### src/rtl/vga_sync_gen.sv
// vga_sync_gen: pixel-timing source for the VGA display path.
//
// Divides the system clock down to a pixel enable, walks the HCount/VCount
// raster (default 800x525 for 640x480 @ 60 Hz from 50 MHz), decodes the
// active-low sync windows, and registers hsync, vsync and the blanked
// colour together so the three leave the block aligned.
//
// Ports:
//   clk          system clock
//   reset        synchronous, active-high
//   rgb_in       colour for the current HCount/VCount from the drawing logic
//   HCount       horizontal pixel counter, 0..H_TOTAL-1
//   VCount       vertical line counter, 0..V_TOTAL-1
//   pixel_tick   one-clk pixel enable, once per CLK_DIV clks
//   video_on     counters are inside the visible area (combinational)
//   frame_start  one-clk pulse on the first clk the counters read (0,0)
//   hsync        active-low, registered
//   vsync        active-low, registered
//   rgb_out      registered, blanked colour
module vga_sync_gen #(
  parameter int unsigned CLK_DIV   = 2,
  parameter int unsigned H_DISPLAY = 640,
  parameter int unsigned H_FP      = 16,
  parameter int unsigned H_SYNC    = 96,
  parameter int unsigned H_BP      = 48,
  parameter int unsigned V_DISPLAY = 480,
  parameter int unsigned V_FP      = 10,
  parameter int unsigned V_SYNC    = 2,
  parameter int unsigned V_BP      = 33
) (
  input  logic       clk,
  input  logic       reset,
  input  logic [2:0] rgb_in,
  output logic [9:0] HCount,
  output logic [9:0] VCount,
  output logic       pixel_tick,
  output logic       video_on,
  output logic       frame_start,
  output logic       hsync,
  output logic       vsync,
  output logic [2:0] rgb_out
);

  localparam int unsigned H_TOTAL = H_DISPLAY + H_FP + H_SYNC + H_BP;
  localparam int unsigned V_TOTAL = V_DISPLAY + V_FP + V_SYNC + V_BP;

  localparam logic [9:0] H_MAX    = 10'(H_TOTAL - 1);
  localparam logic [9:0] V_MAX    = 10'(V_TOTAL - 1);
  localparam logic [9:0] H_VIS    = 10'(H_DISPLAY);
  localparam logic [9:0] V_VIS    = 10'(V_DISPLAY);
  localparam logic [9:0] HS_START = 10'(H_DISPLAY + H_FP);
  localparam logic [9:0] HS_END   = 10'(H_DISPLAY + H_FP + H_SYNC - 1);
  localparam logic [9:0] VS_START = 10'(V_DISPLAY + V_FP);
  localparam logic [9:0] VS_END   = 10'(V_DISPLAY + V_FP + V_SYNC - 1);

  // With CLK_DIV=1 the divider collapses to a single bit stuck at 0, so
  // pixel_tick is permanently high.
  localparam int unsigned      DIV_W   = (CLK_DIV > 1) ? $clog2(CLK_DIV) : 1;
  localparam logic [DIV_W-1:0] DIV_MAX = DIV_W'(CLK_DIV - 1);

  logic [DIV_W-1:0] div;
  logic             hs_window;
  logic             vs_window;

  always_comb begin
    pixel_tick = (div == DIV_MAX);
    video_on   = (HCount < H_VIS) && (VCount < V_VIS);
    hs_window  = (HCount >= HS_START) && (HCount <= HS_END);
    vs_window  = (VCount >= VS_START) && (VCount <= VS_END);
  end

  // Output stage samples the pre-edge counters, so hsync/vsync/rgb_out
  // trail HCount/VCount by exactly one pixel period.
  always_ff @(posedge clk) begin
    if (reset) begin
      div         <= '0;
      HCount      <= '0;
      VCount      <= '0;
      hsync       <= 1'b1;
      vsync       <= 1'b1;
      rgb_out     <= '0;
      frame_start <= 1'b0;
    end else begin
      frame_start <= 1'b0;
      div         <= pixel_tick ? '0 : div + 1'b1;
      if (pixel_tick) begin
        hsync   <= ~hs_window;
        vsync   <= ~vs_window;
        rgb_out <= video_on ? rgb_in : 3'b000;
        if (HCount == H_MAX) begin
          HCount <= '0;
          if (VCount == V_MAX) begin
            VCount      <= '0;
            frame_start <= 1'b1;
          end else begin
            VCount <= VCount + 10'd1;
          end
        end else begin
          HCount <= HCount + 10'd1;
        end
      end
    end
  end

endmodule

### config.mk
export PLATFORM = sky130hd
export DESIGN_NAME = vga_sync_gen
export DESIGN_NICKNAME = d
export VERILOG_FILES = /design/src/rtl/vga_sync_gen.sv
export SDC_FILE = /design/constraint.sdc
export NUM_CORES = 1
export LEC_CHECK = 0
export ABC_AREA = 0
export BUFFER_PORTS_ARGS = -buffer_cell sky130_fd_sc_hd__buf_2
export CORE_AREA = 3 3 59 61
export DETAILED_ROUTE_END_ITERATION = 7
export DIE_AREA = 0 0 62 64
export GPL_ROUTABILITY_DRIVEN = 0
export PLACE_DENSITY = 0.75
export SLEW_MARGIN = 20
export SYNTH_ARGS = -nofsm -noshare
export SYNTH_HDL_FRONTEND = slang
export SYNTH_SLANG_ARGS = --single-unit
### constraint.sdc
create_clock -name clk -period 1.7 [get_ports clk]
set_input_delay 0.17 -clock clk [delete_from_list [all_inputs] [get_ports clk]]
set_output_delay 0.17 -clock clk [all_outputs]
set_load 0.03 [all_outputs]
==> load_flow_metrics.sql, run 1 <==
INSERT INTO impl_metrics (metric_group, metric, value, unit) VALUES
('clocking', 'clkTransAtPathRegs', '0.14', 'ns'),
('clocking', 'cts_num_sinks', '27', ''),
('worst_setup_path', 'worst_setup_path_category', 'reg2reg', ''),
('synth', 'postSynthCellCount', '151', ''),
('clocking', 'bufs_on_longest_clock_path', '2', ''),
('die', 'design.die.area', '3970', 'um^2'),
('power_and_ir_drop', 'peakVddDrop', '0.264', 'mV'),
('worst_setup_path', 'minimum_setup_slack_among_reg_to_reg_paths', '0.07', 'ns'),
('worst_setup_path', 'reg_to_reg_startpoint', 'HCount[7]$_SDFFE_PP0P_', ''),
('cells_and_area', 'final_net_count', '202', ''),
('synth', 'syn-cell-area', '1320', 'um^2'),
('sta', 'timing.setup.tns', '0', 'ns'),
('sta', 'hold_viol', '0', ''),
('drt', 'drc_errors', '0', ''),
('die', 'fp.coreArea', '3030', 'um^2'),
('worst_setup_path', 'rr_worst_depth', '4', ''),
('drt', 'routed-via-count', '1275', ''),
('worst_setup_path', 'critPathLaunchType', 'register', ''),
('place', 'io_buffer_count', '32', ''),
('worst_setup_path', 'end_kind', 'register', ''),
('die', 'die_width', '62', 'um'),
('synth', 'synth.net_count', '160', ''),
('global_routing', 'antenna_found_initial', '0', ''),
('sta', 'slew-limit-headroom', '0.754', ''),
('status', 'run_status', 'finished clean', ''),
('synth', 'yosys.area.top_type_share', '0.409', ''),
('die', 'die_height', '64', 'um'),
('die', 'floorplan.rows', '20', ''),
('drt', 'via_per_inst', '5.40', ''),
('worst_setup_path', 'cp_num_buf_inv', '0', ''),
('worst_setup_path', 'top_cell_family_by_delay_on_the_critical_path', 'simple AND/OR/NAND/NOR gates', ''),
('synth', 'netlist-cell-type-count', '34', ''),
('worst_setup_path', 'worstSetupStartpoint', 'HCount[7]$_SDFFE_PP0P_', ''),
('worst_setup_path', 'r2r_end', 'VCount[7]$_SDFFE_PP0P_', ''),
('worst_setup_path', 'crit_chain', 'nor4b_4 -> nand4_4 -> or4_1 -> a21oi_2', ''),
('global_routing', 'grt_first_pass_wirelength', '5010', 'um'),
('worst_setup_path', 'worst-path-max-fanout', '6', ''),
('global_routing', 'vias_in_the_first_global_route', '1163', ''),
('global_routing', 'gr-total-overflow', '0', ''),
('drt', 'totalWireLength', '3050', 'um'),
('worst_setup_path', 'crit_path_max_incr_delay', '0.54', 'ns'),
('drt', 'detail-route-antenna-nets', '0', ''),
('sta', 'max_clock_freq', '614', 'MHz'),
('power_and_ir_drop', 'finalPower', '0.00100', 'W'),
('global_routing', 'total_routing_usage_reported_by_global_routing', '0.162', ''),
('worst_setup_path', 'timing.critical_path.arrival', '1.89', 'ns'),
('synth', 'top_area_cells_in_the_synthesized_netlist', 'dfxtp_1 (41%), nor3_1 (5.3%), ha_1 (3.8%)', ''),
('clocking', 'cts_made_buffers', '3', ''),
('synth', 'synthArstFlopShare', '0', ''),
('power_and_ir_drop', 'power-per-cell-area', '607', 'nW/um^2'),
('hold_path', 'hp-class', 'in2reg', ''),
('cells_and_area', 'syn_to_final_growth', '25.0', '%'),
('worst_setup_path', 'required', '1.96', 'ns'),
('sta', 'portion_of_the_clock_cycle_consumed_by_the_worst_path_in_the_final_layout', '0.957', ''),
('drt', 'drt_first_iter_violations', '71', ''),
('sta', 'slew_viol_final', '0', ''),
('drt', 'first_pass_iters', '4', ''),
('global_routing', 'grt_max_degree', '17', ''),
('synth', 'most_area_hungry_cell_type_in_the_yosys_netlist', 'dfxtp_1', ''),
('sta', 'final.min_clock_period', '1.63', 'ns'),
('synth', 'synth.most_common_cell', 'dfxtp_1', ''),
('synth', 'postSynthAreaPerCell', '8.76', 'um^2'),
('drt', 'avgRoutedWirePerCell', '12.9', 'um'),
('cells_and_area', 'post_route_cells_drive_above_1_share', '0.349', ''),
('synth', 'netlist_top_cells_count', 'dfxtp_1 (27), nor3_1 (14), nand2_1 (11), a21oi_1 (9), nor2_1 (9)', ''),
('die', 'initial_core_util', '0.437', ''),
('flow_run', 'max_cap_viols', '0', ''),
('synth', 'number_of_warning_messages_in_the_yosys_log', '0', ''),
('clocking', 'clock_tree_from_tritoncts', 'yes', ''),
('clocking', 'clock_insertion_delay_worst_skew', '0.31', 'ns'),
('die', 'ioPinCount', '33', '');
## area by class of cell
type | instances | area [um^2]
flip-flops and latches | 27 | 556
fillers | 285 | 1380
inverters | 5 | 18.8
clock buffers | 4 | 26.3
multi-input cells | 110 | 732
repair buffers | 46 | 265
well taps | 44 | 55.1
## placed cells by master (no fill, tap or decap), types with 3 or more instances in the layout
cell and instances:
or3_1 6, nand4_1 8, a21oi_1 8, clkbuf_4 3, nand2_1 11, dfxtp_2 6
xnor2_1 5, and4_1 3, nand2b_1 3, nand3_1 6, xor2_1 5, dfxtp_1 19
nor3_1 14, inv_1 5, buf_4 14, nor2_1 9, a22o_1 3, ha_1 3
buf_2 32, o21ai_0 7
## kinds of logic after synthesis
| logic type | count (synthesis) | share of synthesized area |
|---|---|---|
| AND/OR/NAND/NOR | 71 | 0.310 |
| buffers and inverters | 14 | 0.0615 |
| adder cells (fa/ha/maj) | 4 | 0.0378 |
| XOR/XNOR | 10 | 0.0662 |
| flip-flops | 27 | 0.409 |
| AO/OA/AOI/OAI | 25 | 0.115 |
## state kept, by name (all words and copies together), names as in the netlist
| register | flops |
|---|---|
| VCount | 10 |
| rgb_out | 3 |
| vsync | 1 |
| HCount | 10 |
| frame_start | 1 |
| pixel_tick | 1 |
| hsync | 1 |
## worst min-delay path by stage
stage,cells after the start,end,from
after floorplan,1,HCount[0]$_SDFFE_PP0P_,reset
after global placement,2,rgb_out[2]$_SDFFE_PP0P_,rgb_in[2]
after detailed placement,2,rgb_out[1]$_SDFFE_PP0P_,rgb_in[1]
after CTS,2,rgb_out[1]$_SDFFE_PP0P_,rgb_in[1]
after global routing,2,rgb_out[2]$_SDFFE_PP0P_,rgb_in[2]
final,2,rgb_out[1]$_SDFFE_PP0P_,rgb_in[1]
## what timing repair did
action | CTS | global route
resized for setup | 1 | 4
endpoints found under the setup margin | 4 | 10
gates cloned | 0 | 0
buffers inserted | 1 | 0
## layer usage
metal  GRT usage  wire length (um)  part of all wire  vias to the layer above
met5           0                 0                 0                        -
met4      0.0424                30            0.0098                        0
met3      0.0303               167             0.055                        4
met2       0.263              1420              0.47                       40
met1       0.213              1430              0.47                      608
li1            -                 -                 -                      623
## report_power, final
group	internal [W]	switching (W)	leakage [nW]
Combinational	0.0000289	0.0000529	0.431
Clock	0.0000917	0.000179	0.0150
Sequential	0.000643	0.00000816	0.223
## metrics by stage
| step | std cells | utilization | worst slack, ns | area (um^2) | hold WS (ns) |
|---|---|---|---|---|---|
| after floorplan | 151 | - | 0.00286 | 1360 | 0.238 |
| after global placement | 231 | 0.529 | 0.0673 | 1600 | 0.387 |
| after detailed placement | 231 | 0.529 | 0.00718 | 1600 | 0.397 |
| after CTS | 236 | 0.540 | 0.00609 | 1640 | 0.0589 |
| after global routing | 236 | 0.546 | -0.00156 | 1650 | 0.0505 |
| final | 236 | 0.546 | 0.0725 | 1650 | 0.0610 |
(Power assumes the default switching activity.)
==> inputs of run 2 (changes only) <==
ABC_AREA = 1   (was 0)
CORE_AREA = 3 3 81 83   (was 3 3 59 61)
DIE_AREA = 0 0 84 86   (was 0 0 62 64)
PLACE_DENSITY = 0.48   (was 0.75)
==> run 2 against run 1 <==
  * Power rose by 11%
  * First-iteration DRC count up 34%
  * Sequential power hardly changed
  * Register-to-register slack gained 0.05 ns
  * Synthesized cell count increased by 31%
  * Combinational power grew 6.0%
  * Core utilization shrank 25 points
  * Critical path type is now reg2out
==> load_flow_metrics.sql, run 2 <==
INSERT INTO impl_metrics (metric_group, metric, value, unit) VALUES
('sta', 'final.min_clock_period', '1.58', 'ns'),
('synth', 'synthArstFlopShare', '0', ''),
('clocking', 'bufs_on_longest_clock_path', '2', ''),
('cells_and_area', 'layout_commonest_cell', 'nand2_1', ''),
('hold_path', 'hp-class', 'in2reg', ''),
('flow_run', 'max_cap_viols', '0', ''),
('die', 'floorplan.rows', '28', ''),
('worst_setup_path', 'cp_num_buf_inv', '1', ''),
('sta', 'fin_worst_hold_slack', '0.101', 'ns'),
('synth', 'synth.most_common_cell', 'nand2_1', ''),
('status', 'run_status', 'finished clean', ''),
('global_routing', 'vias_in_the_first_global_route', '1287', ''),
('synth', 'synth-main-ff-cell', 'dfxtp_1', ''),
('clocking', 'clock_insertion_delay_worst_skew', '0.28', 'ns'),
('drt', 'routed-via-count', '1350', ''),
('worst_setup_path', 'top_cell_family_by_delay_on_the_critical_path', 'simple AND/OR/NAND/NOR gates', ''),
('cells_and_area', 'multi_input_area', '742', 'um^2'),
('cells_and_area', 'fillers', '659', ''),
('synth', 'synth.net_count', '207', ''),
('drt', 'wl_met3', '205', 'um'),
('clocking', 'cts_num_sinks', '27', ''),
('synth', 'most_area_hungry_cell_type_in_the_yosys_netlist', 'dfxtp_1', ''),
('synth', 'yosys.area.top_type_share', '0.390', ''),
('sta', 'timing_worst_slew_pin_value', '0.343', 'ns'),
('drt', 'totalWireLength', '3430', 'um'),
('sta', 'grt_setup_unrepaired', 'no', ''),
('drt', 'via_per_inst', '4.27', ''),
('die', 'die_height', '86', 'um'),
('synth', 'top_area_cells_in_the_synthesized_netlist', 'dfxtp_1 (39%), nand2_1 (13%), nor2_1 (7.9%)', ''),
('power_and_ir_drop', 'peakVddDrop', '0.277', 'mV'),
('die', 'fp.coreArea', '5920', 'um^2'),
('cells_and_area', 'final_net_count', '251', ''),
('sta', 'setup_viol_count_final', '0', ''),
('cells_and_area', 'layout_common_cells', 'nand2_1 (49), buf_2 (32), nor2_1 (28)', ''),
('clocking', 'clkTransAtPathRegs', '0.10', 'ns'),
('global_routing', 'antenna_found_initial', '0', ''),
('clocking', 'cts.htree.levels', '1', ''),
('power_and_ir_drop', 'finalPower', '0.00112', 'W'),
('worst_setup_path', 'crit_slowest_cell', 'dfxtp_1', ''),
('sta', 'slew_viol_final', '0', ''),
('sta', 'max_clock_freq', '633', 'MHz'),
('sta', 'timing.setup.tns', '0', 'ns'),
('synth', 'syn-cell-area', '1390', 'um^2'),
('drt', 'detail-route-antenna-nets', '0', ''),
('sta', 'slew-limit-headroom', '0.770', ''),
('global_routing', 'grt_max_degree', '16', ''),
('die', 'design.die.area', '7220', 'um^2'),
('worst_setup_path', 'crit_path_max_incr_delay', '0.43', 'ns'),
('global_routing', 'gr-total-overflow', '0', ''),
('cells_and_area', 'syn_to_final_growth', '25.7', '%'),
('place', 'dp.final_hpwl', '2660', 'um'),
('place', 'dp_slack', '0.0914', 'ns'),
('sta', 'final.setup_skew', '0.00716', 'ns'),
('die', 'die_width', '84', 'um'),
('clocking', 'root_buffer_cell', 'clkbuf_8', ''),
('sta', 'hold_viol', '0', ''),
('global_routing', 'grt_first_pass_wirelength', '5940', 'um'),
('cells_and_area', 'final_core_util', '0.294', ''),
('drt', 'routedLengthMet1', '1630', 'um'),
('synth', 'yosysSeqAreaShare', '0.390', ''),
('cells_and_area', 'insertedDiodeCount', '0', ''),
('clocking', 'clock_tree_from_tritoncts', 'yes', ''),
('drt', 'drc_errors', '0', ''),
('worst_setup_path', 'worst-path-max-fanout', '6', ''),
('synth', 'postSynthCellCount', '198', ''),
('cells_and_area', 'layout.area.seq', '541', 'um^2'),
('synth', 'netlist-cell-type-count', '25', ''),
('synth', 'number_of_warning_messages_in_the_yosys_log', '0', ''),
('worst_setup_path', 'worst_setup_path_category', 'reg2out', ''),
('worst_setup_path', 'crit_chain', 'nand2_1 -> nor3_1 -> nor2_2 -> buf_2', ''),
('sta', 'portion_of_the_clock_cycle_consumed_by_the_worst_path_in_the_final_layout', '0.929', ''),
('power_and_ir_drop', 'total_leakage_power', '0.802', 'nW'),
('worst_setup_path', 'critPathLaunchType', 'register', ''),
('cells_and_area', 'registers_with_the_most_flip_flops', 'HCount: 10 flops, VCount: 10 flops, rgb_out: 3 flops', ''),
('global_routing', 'total_routing_usage_reported_by_global_routing', '0.100', ''),
('synth', 'ys_seq_elements', '27', ''),
('drt', 'first_pass_iters', '4', ''),
('worst_setup_path', 'required', '1.53', 'ns'),
('sta', 'finalWorstSetupSlack', '0.121', 'ns'),
('die', 'initial_core_util', '0.234', ''),
('die', 'ioPinCount', '33', ''),
('worst_setup_path', 'end_kind', 'primary output', ''),
('power_and_ir_drop', 'power-per-cell-area', '640', 'nW/um^2'),
('drt', 'route.top_layer_used', 'met4', ''),
('synth', 'netlist_top_cells_count', 'nand2_1 (49), nor2_1 (29), dfxtp_1 (27), inv_1 (24), nand3_1 (14)', ''),
('clocking', 'cts_made_buffers', '3', ''),
('synth', 'postSynthAreaPerCell', '7.00', 'um^2'),
('drt', 'met2WireLength', '1570', 'um'),
('clocking', 'cts-hold-fix-buffers', '0', ''),
('drt', 'drt_first_iter_violations', '95', ''),
('worst_setup_path', 'timing.critical_path.arrival', '1.41', 'ns'),
('cells_and_area', 'post_route_cells_drive_above_1_share', '0.237', ''),
('synth', 'synth_edf_count', '0', ''),
('drt', 'avgRoutedWirePerCell', '10.9', 'um'),
('place', 'io_buffer_count', '32', '');
-- run 2: changes by cell type in the layout (fill, tap and decap cells not counted), sizes merged, moves of 3 or more --
cell    previous run  this run
nor3              14         6
and4               3         0
and2               3         0
a22o               3         0
nand4              9         5
nand2b             3         0
inv                5        25
xnor2              5         1
or3                7         0
nand2             11        51
nor2               9        34
nand3              6        17
buf               46        41
-- run 2: repair_timing --
action,in CTS,in global routing
endpoints found under the setup margin,0,10
gates resized for setup,0,2
buffers inserted,0,2
-- run 2: area by class of cell --
| type | instances | area share |
|---|---|---|
| Timing Repair Buffer | 41 | 0.131 |
| Sequential cell | 27 | 0.310 |
| Tap cell | 75 | 0.0538 |
| Inverter | 25 | 0.0538 |
| Multi-Input combinational cell | 144 | 0.426 |
| Clock buffer | 4 | 0.0258 |
-- run 2: routing by layer --
layer,up-vias,GRT usage
met4,0,0.0351
met3,4,0.0211
met1,592,0.134
li1,718,-
met2,36,0.161
met5,-,0
-- run 2: cells by family (layout without fill, tap and decap cells) --
group / count (synthesis) / after routing / synth area share
AND/OR/NAND/NOR: 114 / 114 / 0.381
flip-flops: 27 / 27 / 0.390
buffers and inverters: 27 / 70 / 0.0785
AO/OA/AOI/OAI: 20 / 20 / 0.0767
XOR/XNOR: 6 / 6 / 0.0379
adder cells (fa/ha/maj): 4 / 4 / 0.0361
-- run 2: power by group --
group | internal (W) | total, W | switching [W]
registers | 0.000643 | 0.000651 | 0.00000774
logic | 0.0000267 | 0.0000867 | 0.0000599
clock network | 0.000168 | 0.000378 | 0.000210
-- run 2: worst reg2reg max path, cell delays in order (launching register included) --
cell and delay, ns:
dfxtp_1 0.35, ha_2 0.23, nand3_4 0.09, nor2_4 0.14, nand2_4 0.08, nor2_4 0.19
buf_4 0.18, nand4_1 0.08, nand2_1 0.09, nor2_1 0.04
-- run 2: worst paths after layout --
path | startpoint | end | slack, ns | depth (start not counted)
min | rgb_in[0] | rgb_out[0]$_SDFFE_PP0P_ | 0.10 | 3
min reg2reg | rgb_out[1]$_SDFFE_PP0P_ | rgb_out[1]$_SDFFE_PP0P_ | 0.46 | 2
max | VCount[7]$_SDFFE_PP0P_ | video_on | 0.12 | 4
max reg2reg | HCount[0]$_SDFFE_PP0P_ | VCount[6]$_SDFFE_PP0P_ | 0.12 | 9
-- run 2: metrics by stage --
stage	instance area [um^2]	instances
final	1740	316
after global routing	1740	316
after CTS	1720	314
after detailed placement	1680	310
after global placement	1680	310
after floorplan	1390	198
==> inputs of run 3 (changes only) <==
CORE_AREA = 3 3 92 72   (was 3 3 81 83)
DIE_AREA = 0 0 95 75   (was 0 0 84 86)
PLACE_DENSITY = 0.49   (was 0.48)
==> run 3 against run 2 <==
  * Clock skew is 0.0024 ns lower
  * Worst hold slack better by 0.0054 ns
  * Register-to-register slack better by 0.06 ns
  * Largest cell class unchanged
  * Critical endpoint unchanged
  * Routed wire length is 3.5% higher
  * Clock power hardly changed
  * Largest power group unchanged
==> load_flow_metrics.sql, run 3 (same netlist as run 2, synthesis figures left out) <==
INSERT INTO impl_metrics (metric_group, metric, value, unit) VALUES
('drt', 'drc_errors', '0', ''),
('flow_run', 'max_cap_viols', '0', ''),
('power_and_ir_drop', 'total_leakage_power', '0.798', 'nW'),
('power_and_ir_drop', 'clock_network_power_share', '0.341', ''),
('power_and_ir_drop', 'cellInternalPower', '0.000833', 'W'),
('clocking', 'clkTransAtPathRegs', '0.09', 'ns'),
('global_routing', 'grt_first_pass_wirelength', '5810', 'um'),
('sta', 'final.setup_skew', '0.00478', 'ns'),
('die', 'initial_core_util', '0.239', ''),
('drt', 'via_per_inst', '4.29', ''),
('clocking', 'clock_tree_from_tritoncts', 'yes', ''),
('global_routing', 'total_routing_usage_reported_by_global_routing', '0.108', ''),
('sta', 'slew-limit-headroom', '0.724', ''),
('worst_setup_path', 'top_cell_family_by_delay_on_the_critical_path', 'simple AND/OR/NAND/NOR gates', ''),
('sta', 'fin_worst_hold_slack', '0.106', 'ns'),
('cells_and_area', 'layout_commonest_cell', 'nand2_1', ''),
('global_routing', 'gr-total-overflow', '0', ''),
('global_routing', 'antenna_found_initial', '0', ''),
('worst_setup_path', 'worst_setup_path_category', 'reg2out', ''),
('worst_setup_path', 'crit_path_frequent_cell', 'nand3_1', ''),
('place', 'place_area', '1670', 'um^2'),
('worst_setup_path', 'worst-path-max-fanout', '4', ''),
('worst_setup_path', 'critPathLaunchType', 'register', ''),
('place', 'io_buffer_count', '32', ''),
('sta', 'max_clock_freq', '634', 'MHz'),
('clocking', 'clock_insertion_delay_worst_skew', '0.28', 'ns'),
('drt', 'routed-via-count', '1352', ''),
('sta', 'hold_viol', '0', ''),
('cells_and_area', 'postLayoutCellArea', '1730', 'um^2'),
('clocking', 'cts.htree.levels', '1', ''),
('worst_setup_path', 'crit_path_max_incr_delay', '0.38', 'ns'),
('sta', 'setup_viol_count_final', '0', ''),
('clocking', 'cts-hold-fix-buffers', '0', ''),
('die', 'floorplan.rows', '24', ''),
('cells_and_area', 'registers_with_the_most_flip_flops', 'HCount: 10 flops, VCount: 10 flops, rgb_out: 3 flops', ''),
('drt', 'first_pass_iters', '4', ''),
('sta', 'slew_viol_final', '0', ''),
('worst_setup_path', 'crit_slowest_cell', 'dfxtp_1', ''),
('global_routing', 'vias_in_the_first_global_route', '1186', ''),
('sta', 'portion_of_the_clock_cycle_consumed_by_the_worst_path_in_the_final_layout', '0.928', ''),
('clocking', 'cts_num_sinks', '27', ''),
('drt', 'totalWireLength', '3550', 'um'),
('drt', 'avgRoutedWirePerCell', '11.3', 'um'),
('die', 'die_width', '95', 'um'),
('hold_path', 'hp-class', 'in2reg', ''),
('die', 'fp.coreArea', '5800', 'um^2'),
('global_routing', 'grt_max_degree', '16', ''),
('worst_setup_path', 'timing.critical_path.arrival', '1.41', 'ns'),
('cells_and_area', 'fillers', '629', ''),
('cells_and_area', 'post_route_cells_drive_above_1_share', '0.228', ''),
('worst_setup_path', 'crit_chain', 'inv_1 -> nand3_1 -> nand3_1 -> nor2_1 -> buf_2', ''),
('clocking', 'cts_made_buffers', '3', ''),
('sta', 'grt_setup_unrepaired', 'no', ''),
('cells_and_area', 'final_net_count', '247', ''),
('die', 'die_height', '75', 'um'),
('clocking', 'root_buffer_cell', 'clkbuf_8', ''),
('drt', 'detail-route-antenna-nets', '0', ''),
('worst_setup_path', 'cp_num_buf_inv', '2', ''),
('sta', 'final.min_clock_period', '1.58', 'ns'),
('cells_and_area', 'syn_to_final_growth', '24.5', '%'),
('sta', 'timing.setup.tns', '0', 'ns'),
('place', 'dp.final_hpwl', '2760', 'um'),
('power_and_ir_drop', 'comb_power_share', '0.071', ''),
('power_and_ir_drop', 'sequential_power_share', '0.589', ''),
('status', 'run_status', 'finished clean', ''),
('power_and_ir_drop', 'peakVddDrop', '0.303', 'mV'),
('worst_setup_path', 'required', '1.53', 'ns'),
('clocking', 'bufs_on_longest_clock_path', '2', ''),
('cells_and_area', 'insertedDiodeCount', '0', ''),
('power_and_ir_drop', 'power.share.switching', '0.250', ''),
('cells_and_area', 'layout_common_cells', 'nand2_1 (49), buf_2 (32), nor2_1 (29)', ''),
('sta', 'timing_worst_slew_pin_value', '0.412', 'ns'),
('clocking', 'cts_setup_buffers', '0', ''),
('drt', 'drt_first_iter_violations', '116', ''),
('power_and_ir_drop', 'power.switching', '0.000278', 'W'),
('power_and_ir_drop', 'power-per-cell-area', '643', 'nW/um^2'),
('die', 'design.die.area', '7130', 'um^2'),
('die', 'ioPinCount', '33', ''),
('worst_setup_path', 'end_kind', 'primary output', ''),
('clocking', 'ctsResizeCount', '2', '');
[run 3: cell types whose count changed in the layout (fill, tap and decap cells not counted)]
cell	change
nor3_1	-1
buf_4	-4
dfxtp_1	-1
nor3_4	+1
nor2_1	+1
nor2_2	-1
dfxtp_2	+1
[run 3: worst reg2reg max path: cells and delay by family (launching register included)]
| family | cells | cell delay [ns] |
|---|---|---|
| fa+ha+maj | 1 | 0.25 |
| simple gates | 7 | 0.61 |
| buf+inv | 1 | 0.16 |
| flops | 1 | 0.39 |
[run 3: cell type report]
class | count | area, um^2 | area share
multi-input cells | 144 | 751 | 0.435
clock buffers | 4 | 45.0 | 0.0261
repair buffers | 37 | 198 | 0.114
flip-flops and latches | 27 | 542 | 0.314
well taps | 78 | 97.6 | 0.0565
inverters | 25 | 93.8 | 0.0543
[run 3: power groups by stage]
stage	clock, W	combinational [W]	sequential [W]
after global placement	0	0.0000804	0.000668
after CTS	0.000398	0.0000795	0.000654
after floorplan	0	0.0000292	0.000689
after global routing	0.000424	0.0000874	0.000656
after detailed placement	0	0.0000795	0.000668
final	0.000378	0.0000786	0.000653
[run 3: worst paths after layout]
check                          start                      end  slack [ns]  cells past startpoint
max           HCount[8]$_SDFFE_PP0P_                 video_on        0.12                      5
min                        rgb_in[2]  rgb_out[2]$_SDFFE_PP0P_        0.11                      3
max reg2reg   HCount[0]$_SDFFE_PP0P_   VCount[6]$_SDFFE_PP0P_        0.18                      9
min reg2reg  rgb_out[2]$_SDFFE_PP0P_  rgb_out[2]$_SDFFE_PP0P_        0.46                      2
[run 3: per-layer routing]
layer / vias to the layer above / routed length [um] / track usage
met5: - / 0 / 0
met1: 593 / 1880 / 0.153
met2: 37 / 1420 / 0.155
met3: 4 / 214 / 0.0320
met4: 0 / 40 / 0.0352
li1: 718 / - / -
[run 3: per-stage QoR]
stage / power, W / utilization / cells / setup WS (ns)
after global routing: 0.00117 / 0.298 / 315 / 0.00325
after global placement: 0.000748 / 0.288 / 311 / 0.115
final: 0.00111 / 0.298 / 315 / 0.122
after floorplan: 0.000719 / - / 198 / 0.0185
after CTS: 0.00113 / 0.296 / 315 / 0.0721
after detailed placement: 0.000748 / 0.288 / 311 / 0.144
